### src/rtl/addsub_chunked.sv
`default_nettype none
// ============================================================================
// Module      : addsub_chunked
// Description : Multi-cycle adder/subtractor that processes WIDTH-bit operands
//               CHUNK bits per clock. A request is accepted in IDLE, ripples
//               through NCH = WIDTH/CHUNK chunks in RUN (one chunk per cycle,
//               carry/borrow registered between chunks), then presents the
//               result in DONE until the consumer takes it.
//
// Ports       : clk        - single clock, rising-edge active
//               rst_n      - synchronous active-low reset
//               in_valid   - request valid
//               in_ready   - block idle and able to accept a request
//               a, b       - WIDTH-bit operands
//               mode       - 0 = add, 1 = subtract
//               cin        - carry-in (add) / borrow-in (subtract)
//               out_valid  - result valid
//               out_ready  - consumer accepts result
//               result     - WIDTH-bit sum or difference
//               cout       - carry-out (add) / borrow-out (subtract)
//               ovf        - signed two's-complement overflow
//
// Revision    : 1.0 - initial release
// ============================================================================
module addsub_chunked #(
    parameter int WIDTH = 32,
    parameter int CHUNK = 8
) (
    input  logic             clk,
    input  logic             rst_n,
    input  logic             in_valid,
    output logic             in_ready,
    input  logic [WIDTH-1:0] a,
    input  logic [WIDTH-1:0] b,
    input  logic             mode,
    input  logic             cin,
    output logic             out_valid,
    input  logic             out_ready,
    output logic [WIDTH-1:0] result,
    output logic             cout,
    output logic             ovf
);

    // ------------------------------------------------------------------------
    // Derived constants
    // ------------------------------------------------------------------------
    localparam int NCH = WIDTH / CHUNK;
    // Chunk index width; at least one bit so NCH == 1 still has a legal vector.
    localparam int KW  = (NCH > 1) ? $clog2(NCH) : 1;
    localparam logic [KW-1:0] C_K_LAST = KW'(NCH - 1);

    // Elaboration guard: the chunk walk only covers the word exactly when
    // WIDTH is a whole number of chunks.
    generate
        if ((CHUNK < 1) || ((WIDTH % CHUNK) != 0)) begin : g_bad_params
            $error("addsub_chunked: WIDTH must be a positive multiple of CHUNK");
        end
    endgenerate

    // ------------------------------------------------------------------------
    // State machine encoding
    // ------------------------------------------------------------------------
    typedef enum logic [1:0] {
        S_IDLE = 2'd0,
        S_RUN  = 2'd1,
        S_DONE = 2'd2
    } state_t;

    state_t r_state;
    state_t w_state_nxt;

    // ------------------------------------------------------------------------
    // Registers
    // ------------------------------------------------------------------------
    logic [WIDTH-1:0] r_a;
    logic [WIDTH-1:0] r_b;
    logic             r_mode;
    logic             r_carry;      // carry (add) or borrow (sub) into chunk k
    logic [KW-1:0]    r_k;          // index of the chunk processed next
    logic [WIDTH-1:0] r_result;
    logic             r_cout;
    logic             r_ovf;

    // ------------------------------------------------------------------------
    // Combinational signals
    // ------------------------------------------------------------------------
    logic             w_accept;
    logic             w_last;
    logic [CHUNK-1:0] w_a_ch;
    logic [CHUNK-1:0] w_b_ch;
    logic [CHUNK:0]   w_add_full;
    logic [CHUNK:0]   w_sub_full;
    logic [CHUNK-1:0] w_sum_ch;
    logic             w_carry_ch;
    logic [WIDTH-1:0] w_result_nxt;
    logic             w_a_msb;
    logic             w_b_msb;
    logic             w_r_msb;
    logic             w_ovf_fin;

    // ------------------------------------------------------------------------
    // FSM: state register
    // ------------------------------------------------------------------------
    always_ff @(posedge clk) begin
        if (!rst_n) begin
            r_state <= S_IDLE;
        end else begin
            r_state <= w_state_nxt;
        end
    end

    // ------------------------------------------------------------------------
    // FSM: next state and handshake outputs
    // in_ready is qualified by rst_n so a request is never advertised while
    // reset is being held, even though the state register already reads IDLE.
    // ------------------------------------------------------------------------
    always_comb begin
        w_state_nxt = r_state;
        in_ready    = 1'b0;
        out_valid   = 1'b0;
        case (r_state)
            S_IDLE: begin
                in_ready = rst_n;
                if (in_valid) begin
                    w_state_nxt = S_RUN;
                end
            end
            S_RUN: begin
                if (w_last) begin
                    w_state_nxt = S_DONE;
                end
            end
            S_DONE: begin
                out_valid = 1'b1;
                if (out_ready) begin
                    w_state_nxt = S_IDLE;
                end
            end
            default: begin
                w_state_nxt = S_IDLE;
            end
        endcase
    end

    assign w_accept = in_valid && in_ready;
    assign w_last   = (r_k == C_K_LAST);

    // ------------------------------------------------------------------------
    // Chunk select: pick bits k*CHUNK +: CHUNK of the latched operands.
    // ------------------------------------------------------------------------
    always_comb begin
        w_a_ch = '0;
        w_b_ch = '0;
        for (int i = 0; i < NCH; i++) begin
            if (r_k == KW'(i)) begin
                w_a_ch = r_a[i*CHUNK +: CHUNK];
                w_b_ch = r_b[i*CHUNK +: CHUNK];
            end
        end
    end

    // ------------------------------------------------------------------------
    // One CHUNK-bit ripple stage. Both forms are computed one bit wider than
    // the chunk so the top bit is the outgoing carry (add) or borrow (sub):
    // a negative difference shows up as a set MSB in CHUNK+1 bits.
    // ------------------------------------------------------------------------
    assign w_add_full = {1'b0, w_a_ch} + {1'b0, w_b_ch} + {{CHUNK{1'b0}}, r_carry};
    assign w_sub_full = {1'b0, w_a_ch} - {1'b0, w_b_ch} - {{CHUNK{1'b0}}, r_carry};

    assign w_sum_ch   = r_mode ? w_sub_full[CHUNK-1:0] : w_add_full[CHUNK-1:0];
    assign w_carry_ch = r_mode ? w_sub_full[CHUNK]     : w_add_full[CHUNK];

    // Merge the new chunk into its slice of the result, leaving the others.
    always_comb begin
        w_result_nxt = r_result;
        for (int i = 0; i < NCH; i++) begin
            if (r_k == KW'(i)) begin
                w_result_nxt[i*CHUNK +: CHUNK] = w_sum_ch;
            end
        end
    end

    // ------------------------------------------------------------------------
    // Signed overflow, evaluated while the last chunk is processed: the top
    // bit of that chunk is the result MSB.
    // add: operands share a sign and the result sign differs.
    // sub: operands differ in sign and the result sign differs from a.
    // ------------------------------------------------------------------------
    assign w_a_msb   = r_a[WIDTH-1];
    assign w_b_msb   = r_b[WIDTH-1];
    assign w_r_msb   = w_sum_ch[CHUNK-1];
    assign w_ovf_fin = r_mode ? ((w_a_msb ^ w_b_msb) & (w_r_msb ^ w_a_msb))
                              : (~(w_a_msb ^ w_b_msb) & (w_r_msb ^ w_a_msb));

    // ------------------------------------------------------------------------
    // Datapath registers
    // Operands are only captured on accept, so anything driven on the inputs
    // during RUN/DONE has no effect. Result/flags only change in RUN, so they
    // hold through DONE backpressure and stay put back in IDLE.
    // ------------------------------------------------------------------------
    always_ff @(posedge clk) begin
        if (!rst_n) begin
            r_a      <= '0;
            r_b      <= '0;
            r_mode   <= 1'b0;
            r_carry  <= 1'b0;
            r_k      <= '0;
            r_result <= '0;
            r_cout   <= 1'b0;
            r_ovf    <= 1'b0;
        end else begin
            case (r_state)
                S_IDLE: begin
                    if (w_accept) begin
                        r_a     <= a;
                        r_b     <= b;
                        r_mode  <= mode;
                        r_carry <= cin;
                        r_k     <= '0;
                    end
                end
                S_RUN: begin
                    r_result <= w_result_nxt;
                    r_carry  <= w_carry_ch;
                    r_k      <= r_k + 1'b1;
                    if (w_last) begin
                        r_cout <= w_carry_ch;
                        r_ovf  <= w_ovf_fin;
                    end
                end
                default: begin
                end
            endcase
        end
    end

    assign result = r_result;
    assign cout   = r_cout;
    assign ovf    = r_ovf;

endmodule
`default_nettype wire

### config.mk
export PLATFORM = sky130hd
export DESIGN_NAME = addsub_chunked
export DESIGN_NICKNAME = d
export VERILOG_FILES = /design/src/rtl/addsub_chunked.sv
export SDC_FILE = /design/constraint.sdc
export NUM_CORES = 1
export LEC_CHECK = 0
export CAP_MARGIN = 40
export CORE_MARGIN = 8
export CORE_UTILIZATION = 52
export DETAILED_ROUTE_END_ITERATION = 10
export PLACE_DENSITY = 0.81
export SETUP_SLACK_MARGIN = 0.02
export SLEW_MARGIN = 20
export SYNTH_ARGS = -nofsm -noshare
export SYNTH_HDL_FRONTEND = slang
export SYNTH_SLANG_ARGS = --single-unit
### constraint.sdc
create_clock -name clk -period 5.05 [get_ports clk]
set_input_delay 1.01 -clock clk [delete_from_list [all_inputs] [get_ports clk]]
set_output_delay 1.01 -clock clk [all_outputs]
set_load 0.01 [all_outputs]
==> summary.txt <==
Outcome
  – Status: completed

Yosys
  – Mux cell area share after synthesis: 0.0180
  – XOR/XNOR share of the synthesized area: 0.00850
  – Post-Syn Nets: 770
  – Adder-Cell Fraction of Synth Area: 0.0714
  – Simple-gate share of the synthesized area: 0.266
  – Most frequent cell after synthesis: nand2_1
  – Synth top cells by count: 174 x nand2_1, 104 x dfxtp_1, 70 x nand3_1
  – Synth area leaders: dfxtp_1 40%, nand2_1 13%, nand3_1 6.8%, a21oi_1 5.6%, ha_1 5.6%
  – Compound-Gate Fraction of Synth Area: 0.177
  – Netlist cell types: 44
  – Synth Register Bits: 104
  – Mapped Cells: 673
  – Seq/Total Area, Yosys: 0.404
  – Yosys warns: 0
  – Ys flop type: dfxtp_1
  – Post-synth top area share: 0.404
  – Async set-reset flop share out of synthesis: 0
  – Main combinational cell family by area after synthesis: simple AND/OR/NAND/NOR gates
  – Yosys top cell by area: dfxtp_1
  – Mapped Avg Cell Area: 7.66 um2
  – Post-synth EDFFs: 0
  – Mapped Area: 0.00515 mm2

CTS
  – Root buf cell: clkbuf_8
  – H-tree depth: 3
  – Post-CTS resize count: 0
  – Clock latency on the worst-skew pair: 0.37 ns
  – Clk sink count: 104
  – CTS tree: built
  – Total CTS buffers: 9
  – Postcts setup bufs: 0
  – Cts hold-fix bufs: 0
  – Clock-pin slew on the worst setup and hold paths: 0.11 ns
  – Clock buffer depth: 2

Critical path
  – Slowest CP cell: fa_1
  – Worst-path maximum fanout: 19
  – Worst reg2reg path depth: 16
  – R2r setup slk: 1.02 ns
  – WP data required: 5.30 ns
  – Startpoint types: flip-flop
  – Crit path cell chain: inv_1 > ha_1 > buf_4 > nor2_1 > a21oi_1 > nor2_1 > a21oi_1 > o21ai_0 > fa_1 > fa_1 > a21o_2 > a21oi_1 > xnor2_1 > o21ai_0 > nand2_1 > o211a_1
  – CP delay by family, top: compound AO/OA/AOI/OAI gates
  – CP bufs+invs: 2
  – Crit-path max cell delay: 0.47 ns
  – R2R Path Start: r_k[1]
  – Crit end category: flip-flop
  – Critical path class: flip-flop to flip-flop
  – CP most frequent cell: a21oi_1
  – Arrival @ worst endpoint: 4.28 ns
  – RR Endpoint: result[12]

GRT
  – Global route total overflow: 0
  – Vias in the first global route: 4826
  – First-pass GRT wire length: 22.8 mm
  – Pin count of the biggest net entering global routing: 72
  – Antenna violations before repair: 0
  – GRT Util Overall: 0.210

STA
  – Final Hold Violating Endpoints: 0
  – F_max: 248 MHz
  – RSZ-0062 raised after global routing: false
  – Worst slew margin: 0.534
  – Fin. max-slew vios: 0
  – Final period utilization: 0.797
  – Setup WS post-layout: 1.02 ns
  – Worst Skew: 0.0170 ns
  – Setup violations, final: 0
  – Setup TNS: 0 ns
  – Post-route minimum period: 4.03 ns
  – Slew at the pin closest to its max-slew limit: 0.698 ns

Floorplan
  – Rows: 36
  – Die width: 116 um
  – Die area: 0.0134 mm2
  – Initial core utilization: 0.532
  – DIE HEIGHT: 116 um
  – CORE AREA: 0.00968 mm2
  – Top Ports: 106

Detailed routing
  – Via-to-Cell Ratio: 5.44
  – DRC: 0
  – Average wire per standard cell: 15.4 um
  – Initial DRT Pass Iterations: 4
  – 1st-iter DRT viols: 305
  – Final ANT Viol Nets: 0
  – Via Count: 4810
  – DRT Wirelength: 13.7 mm

Placement
  – Post-DP HPWL: 10.5 mm
  – GP Congestion: 0.901
  – Setup WS pre-CTS: 1.18 ns
  – PortBufs: 105

Min path
  – Worst hold stages: 2
  – Hold Path End: r_b[10]
  – Worst Min Path Start: r_b[10]
  – Class of the worst hold path: flip-flop to flip-flop

Finish
  – Fillers: 827
  – Final net count: 844
  – Fraction of layout cells with a size suffix above 1: 0.0452
  – Layout area overhead: 25.0%
  – ANT cells: 0

Power
  – VDD IR max: 0.164 mV
  – PwrDens: 309 mW/mm2
  – Leakage power: 0.00294 uW

Run
  – Max Cap Viol: 0
-- power breakdown --
| part | switching, uW | internal [uW] |
|---|---|---|
| clock | 295 | 193 |
| combinational | 326 | 258 |
| sequential | 39.0 | 879 |
-- stage by stage --
step	util	instances	area, um2	power (uW)	hold WS (ns)
5_1_grt	0.665	885	6440	2110	0.472
2_1_floorplan	-	673	5150	1320	0.434
3_5_place_dp	0.646	869	6260	1510	0.446
3_3_place_gp	0.641	866	6200	1490	0.445
6_report	0.665	885	6440	1990	0.459
4_1_cts	0.665	885	6440	2000	0.463
-- layer usage --
| metal | vias up | routed length [um] | global-route usage |
|---|---|---|---|
| li1 | 2415 | - | - |
| met1 | 2271 | 6070 | 0.263 |
| met2 | 113 | 6850 | 0.364 |
| met3 | 11 | 606 | 0.0386 |
| met4 | 0 | 136 | 0.0508 |
| met5 | - | 0 | 0 |
-- flip-flops by register name, indices dropped and copies added, names as in the netlist --
name,flops
r_k,2
result,32
ovf,1
r_b,32
cout,1
r_state,2
r_carry,1
r_mode,1
r_a,32
-- cells by family (layout without fill, tap and decap cells) --
family,after synthesis,in the layout
AND/OR/NAND/NOR,311,311
XOR/XNOR,5,5
multiplexers,9,9
AO/OA/AOI/OAI,145,145
adder cells (fa/ha/maj),27,27
flip-flops,104,104
buffers and inverters,72,151
-- worst max-delay path by stage --
stage / from / end / depth (start not counted)
after global routing: r_k[0] / result[12] / 16
final: r_k[1] / result[12] / 16
after CTS: r_k[1] / result[12] / 16
after global placement: r_k[0] / result[29] / 11
after detailed placement: r_k[1] / result[12] / 16
after floorplan: r_k[0] / r_carry / 18
-- placed cells by master (no fill, tap or decap), types with 3 or more instances in the layout --
| cell | n |
|---|---|
| xnor2_1 | 4 |
| and3_1 | 3 |
| buf_4 | 6 |
| a31oi_1 | 3 |
| nor3b_1 | 3 |
| o21a_1 | 6 |
| a21o_1 | 8 |
| a21boi_0 | 3 |
| o21ai_0 | 33 |
| nor2b_1 | 8 |
| a21oi_1 | 58 |
| nand2_1 | 173 |
| clkdlybuf4s50_1 | 104 |
| dfxtp_1 | 104 |
| or3_1 | 3 |
| fa_1 | 4 |
| clkbuf_8 | 9 |
| nor2_1 | 29 |
| ha_1 | 23 |
| a311oi_1 | 3 |
| nand3_1 | 70 |
| inv_6 | 3 |
| mux2i_1 | 7 |
| a211oi_1 | 4 |
| o211a_1 | 12 |
| a211oi_2 | 3 |
| and2_1 | 5 |
| o21bai_1 | 3 |
| inv_1 | 22 |
| nand3b_1 | 9 |
-- worst min-delay path, stage by stage, from the launching register on --
cell and delay (ns):
dfxtp_1 0.32, nand3_1 0.06, nand2_1 0.04
-- area by class of cell --
type,instances,area [um2],area share
multi-input combinational,497,2790,0.433
sequential,104,2080,0.323
timing repair buffer,113,1140,0.177
tap,133,166,0.0258
clock buffer,10,128,0.0198
inverter,22,82.6,0.0128
clock inverter,6,57.6,0.00893
Power figures use the tool's default switching activity.
